[config.mk]
export PLATFORM = sky130hd
export DESIGN_NAME = project_2_source
export DESIGN_NICKNAME = d
export VERILOG_FILES = /design/src/rtl/project_2_source.sv
export SDC_FILE = /design/constraint.sdc
export NUM_CORES = 1
export LEC_CHECK = 0
export ABC_AREA = 1
export ABC_CLOCK_PERIOD_IN_PS = 1500
export BUFFER_PORTS_ARGS = -buffer_cell sky130_fd_sc_hd__clkbuf_2
export CORE_MARGIN = 4
export CORE_UTILIZATION = 30
export DETAILED_ROUTE_END_ITERATION = 6
export PLACE_DENSITY = 0.6
export SLEW_MARGIN = 20
export SYNTH_ARGS = -nofsm -noshare
export SYNTH_HDL_FRONTEND = slang
export SYNTH_SLANG_ARGS = --single-unit
[constraint.sdc]
create_clock -name clk -period 1.5 [get_ports clk]
set_clock_uncertainty 0.2 [all_clocks]
set_input_delay 0.075 -clock clk [delete_from_list [all_inputs] [get_ports clk]]
set_output_delay 0.075 -clock clk [all_outputs]
set_load 0.03 [all_outputs]
[src/rtl/project_2_source.sv]
// project_2_source: registered 4-input Boolean function generator.
// Four slide switches pass through a two-flop synchronizer, an optional debounce
// filter and a truth-table lookup that drives one LED.
// The default truth table lights the LED for prime switch codes.
// Optional feature macro: PROJECT_2_SOURCE_DEBOUNCE_EN. Defining it compiles in the
// debounce filter. Without it, every synchronized code is accepted directly.
module project_2_source #(
    parameter logic [15:0] MINTERMS        = 16'h28AC,
    parameter int unsigned DEBOUNCE_CYCLES = 4
) (
    input  logic       clk,
    input  logic       rst_n,
    input  logic [3:0] sw,
    output logic       led
);

    // DEBOUNCE_CYCLES must be in 1..2^20. Elaboration stops on an illegal value.
    if ((DEBOUNCE_CYCLES < 1) || (DEBOUNCE_CYCLES > (1 << 20))) begin : g_bad_debounce_cycles
        $error("project_2_source: DEBOUNCE_CYCLES out of range 1..2^20");
    end

    logic [3:0] s1_q;
    logic [3:0] s2_q;
    logic [3:0] acc_q;
    logic [3:0] acc_d;
    logic       led_q;
    logic       led_d;

`ifdef PROJECT_2_SOURCE_DEBOUNCE_EN
    // Counter sized so that it can hold DEBOUNCE_CYCLES-1 with headroom. It never wraps.
    localparam int CNT_W = $clog2(DEBOUNCE_CYCLES) + 1;
    localparam logic [CNT_W-1:0] CNT_LAST = CNT_W'(DEBOUNCE_CYCLES - 1);

    logic [3:0]       cand_q;
    logic [3:0]       cand_d;
    logic [CNT_W-1:0] cnt_q;
    logic [CNT_W-1:0] cnt_d;

    // Debounce: a code must stay stable on s2 for DEBOUNCE_CYCLES cycles before it is accepted.
    always_comb begin
        cand_d = cand_q;
        cnt_d  = cnt_q;
        acc_d  = acc_q;
        if (s2_q != cand_q) begin
            cand_d = s2_q;
            cnt_d  = '0;
        end else if (cnt_q != CNT_LAST) begin
            cnt_d = cnt_q + 1'b1;
        end else begin
            acc_d = cand_q;
        end
    end

    // Debounce state registers. Reset discards any count that is in progress.
    always_ff @(posedge clk) begin
        if (!rst_n) begin
            cand_q <= '0;
            cnt_q  <= '0;
        end else begin
            cand_q <= cand_d;
            cnt_q  <= cnt_d;
        end
    end
`else
    // No filter: the synchronized code is accepted on the next edge.
    always_comb begin
        acc_d = s2_q;
    end
`endif

    // Truth-table lookup: the accepted code indexes MINTERMS directly.
    always_comb begin
        led_d = MINTERMS[acc_q];
    end

    // Synchronizer chain, accepted code and output register.
    always_ff @(posedge clk) begin
        if (!rst_n) begin
            s1_q  <= '0;
            s2_q  <= '0;
            acc_q <= '0;
            led_q <= 1'b0;
        end else begin
            s1_q  <= sw;
            s2_q  <= s1_q;
            acc_q <= acc_d;
            led_q <= led_d;
        end
    end

    assign led = led_q;

endmodule

Word-level counts from Yosys, hierarchy flattened:

Memory sizes are Yosys's and may differ from the RTL's. A register that Yosys moved wholly into a read port is not among the register bits.
Index checks and enable logic that the tools add are counted.

* reductions and logical operators: 1

Operators by type and width (number)
* 1-bit zero test: 1

* register bits after elaboration: 12
* bits in read-only memories: 16
* input bits: 6
* logic and storage cells: 5
* memories kept: 1

Memories
* (name not given): depth 16, bits a word 1, rd ports 1, clocked after memory_dff 1, write ports 0, RTL line 73 `led_d = MINTERMS[acc_q];`

Logic depth before layout (Yosys ltp):

* depth in word-level cells: 1
* depth in mapped cells: 4
* mapped depth without buffers: 4

Worst setup path before layout:

OpenSTA, ideal clock, no wires.

* kind: register to register
* start: register acc_q[2]
* end: register led_q, in the netlist led
* library setup time: 0.116 ns
* arrival time: 0.545 ns
* required time: 1.184 ns
* path slack: 0.639 ns
* stages on the path, launching flop included: 4
* path through: dfxtp_1 > nand2_1 > a21boi_0 > nor2_1

RTL lines
* start, declared: RTL line 24 `logic [3:0] acc_q;`
* start signal, assigned: RTL line 81 `acc_q <= '0;`
* start signal, assigned: RTL line 86 `acc_q <= acc_d;`
* end, declared: RTL line 26 `logic led_q;`

Worst setup path after layout:

* start: input sw[0]
* end: register s1_q[0]

RTL lines
* start, declared: RTL line 13 `input logic [3:0] sw,`
* end signal, assigned: RTL line 84 `s1_q <= sw;`
* end, declared: RTL line 22 `logic [3:0] s1_q;`

No word-level cell between the ends.

==> metrics.md <==
| Metric | Value |
|---|---|
| Status | `completed` |
| PwrDens | `1090 nW/um^2` |
| Global-route wire length before repair | `1.01 mm` |
| Setup-failing EPs final | `0` |
| Max Slew Vio Count | `0` |
| Final Cycle Share | `90.2%` |
| R2R setup slack | `570 ps` |
| Die X | `44.5 um` |
| Clk buf depth | `2` |
| Site Rows | `12` |
| Sequential Power Share | `58.9%` |
| Initial antenna violation count | `0` |
| Clock network power share | `33.8%` |
| Starting Density | `33.8%` |
| Synth top area share | `65.0%` |
| CP Cell Sequence | `dlygate4sd3_1 > clkbuf_2 > nand2_1 > dlygate4sd3_1 > inv_1` |
| Total Wirelength | `540 um` |
| Seq/Total Area, Yosys | `65.0%` |
| Yosys warning count | `0` |
| Min setup slack post-route | `148 ps` |
| DR WL/cell | `6.75 um` |
| Slew at the pin closest to its max-slew limit | `289 ps` |
| Smallest hold slack | `212 ps` |
| Cell variety after synth | `7` |
| Critical Path Fanout Max | `1` |
| GRT Resource Usage Total | `7.63%` |
| F_max | `739 MHz` |
| 1st-iter DRT viols | `1` |
| CP Class | `in2reg` |
| Worst-skew pair later-pin latency | `270 ps` |
| Critical path required time | `1480 ps` |
| Utilization after layout | `47.5%` |
| Switching power | `0.000126 W` |
| Relative slew slack | `80.7%` |
| Final Hold Fails | `0` |
| Remaining DRCs | `0` |
| Unrepaired setup endpoints after global routing | `no` |
| H-tree depth | `1` |
| Core area | `1190 sq um` |
| Post-route cell area | `563 sq um` |
| Max-cap viol count | `0` |
| Setup bufs post-CTS | `0` |
| Register bit total from synthesis | `13` |
| Cell mode on critical path | `dlygate4sd3_1` |
| # diodes | `0` |
| CTS tree | `done` |
| CP startpoint kind | `input port` |
| Post-Syn Instances | `47` |
| Largest net degree at the start of global routing | `9` |
| ANT nets after route | `0` |
| Syn avg cell area | `8.52 sq um` |
| Peak VDD IR | `597 uV` |
| Total iterations of the first detailed-routing run | `2` |
| Syn Nets | `53` |
| Critical Path End Type | `flip-flop` |
| CP max-delay cell | `dlygate4sd3_1` |
| Net Sw Frac | `20.4%` |
| DIE AREA | `1980 sq um` |
| Post-Place Worst Slack | `580 ps` |
| Ranking of synthesized cells by area | `dfxtp_1 65%, inv_1 14%, nand2_1 14%, buf_6 2.8%, a21boi_0 1.9%` |
| # IOs | `7` |
| Clock Sink Count | `13` |
| Placer Congestion | `0.677` |
| Grt total ovfl | `0` |
| CTS Root Buffer Type | `clkbuf_4` |
| Synth area leader | `dfxtp_1` |
| Min-delay worst type | `reg2reg` |
| Fraction of layout cells with a size suffix above 1 | `13.6%` |
| Reg clk slew, reported paths | `70 ps` |
| Syn-to-layout area delta | `40.6%` |
| Hpwl dp | `301 um` |
| Combinational Power Share | `7.3%` |
| Final Net Count | `73` |
| Area after DPL | `437 sq um` |
| Critical path arrival | `1330 ps` |
| Die Y-Extent | `44.5 um` |
| Power Internal | `0.000489 W` |
| Leakage | `0.322 nW` |
| Sum Neg Setup Slack | `0 ps` |
| Vias/cell | `3.68` |
| # port buffers | `6` |
| Cts bufs inserted | `3` |
| Post-layout min period | `1350 ps` |
| Post-Syn Area | `400 sq um` |
| Vias in the first global route | `257` |
| Biggest cell delay along the critical path | `540 ps` |
| Filler Cells Inserted | `114` |
| Vias | `294` |
-- metrics by stage --
step                total power (W)  instances
floorplan                  0.000387         47
global placement           0.000394         66
detailed placement         0.000395         66
CTS                        0.000627         80
global route               0.000656         80
finish                     0.000615         80
-- metal layers --
| metal | wire (um) | vias to the layer above | track usage (%) |
|---|---|---|---|
| met5 | 0 | - | 0 |
| met4 | 0 | 0 | 5.42 |
| met3 | 58 | 0 | 6.50 |
| met2 | 238 | 9 | 9.74 |
| met1 | 242 | 121 | 8.05 |
| li1 | - | 164 | - |
-- worst max-delay path, delay by kind of cell --
| kind | cells | cell delay, ps |
|---|---|---|
| and+or+nand+nor | 1 | 50 |
| buffers and inverters | 4 | 1200 |
-- power by group through the flow --
stage               Sequential [W]  Clock (W)  Combinational, W
finish                    0.000362   0.000208         0.0000451
global route              0.000364   0.000240         0.0000516
CTS                       0.000362   0.000220         0.0000454
detailed placement        0.000370          0         0.0000252
global placement          0.000370          0         0.0000245
floorplan                 0.000371          0         0.0000161
-- cell usage after synthesis --
library cell,n
inv_1,15
a21boi_0,1
nand3_1,1
nand2_1,15
buf_6,1
nor2_1,1
dfxtp_1,13
-- repair_timing --
action / in CTS / in global routing
hold buffers: 10 / 0
endpoints found under the hold margin: 12 / 0
gates resized for setup: 0 / 0
-- final cells by class --
type,count,area (sq um),area share (%)
Multi-Input combinational cell,18,72.6,12.9
Tap cell,14,17.5,3.11
Timing Repair Buffer,16,130,23.1
Sequential cell,13,260,46.2
Clock buffer,4,26.3,4.67
Inverter,15,56.3,10.0
-- cell families after synthesis --
group / after synthesis / synth area share [%]
compound gates: 1 / 1.88
buf+inv: 16 / 16.9
flops: 13 / 65.0
simple gates: 17 / 16.2
-- path summary, 6_finish.rpt --
kind / from / end / cells after the start
worst min-delay path: s1_q[0] / acc_d[0] / 2
worst max register to register: acc_q[2] / led / 3
worst min register to register: s1_q[0] / acc_d[0] / 2
worst max-delay path: sw[0] / s1_q[0] / 5
-- sequential cells by signal, indices dropped and copies added, names as in the netlist --
name and flops:
acc_d 4, acc_q 4, s1_q 4, led 1
-- layout by cell type (no fill, tap or decap), drive strengths merged --
| cell | synthesis | final |
|---|---|---|
| a21boi | 1 | 1 |
| clkbuf | 0 | 10 |
| dfxtp | 13 | 13 |
| dlygate4sd3 | 0 | 10 |
| inv | 15 | 15 |
| nand2 | 15 | 15 |
| nand3 | 1 | 1 |
| nor2 | 1 | 1 |
No activity file was read; power rests on OpenSTA's default activity.
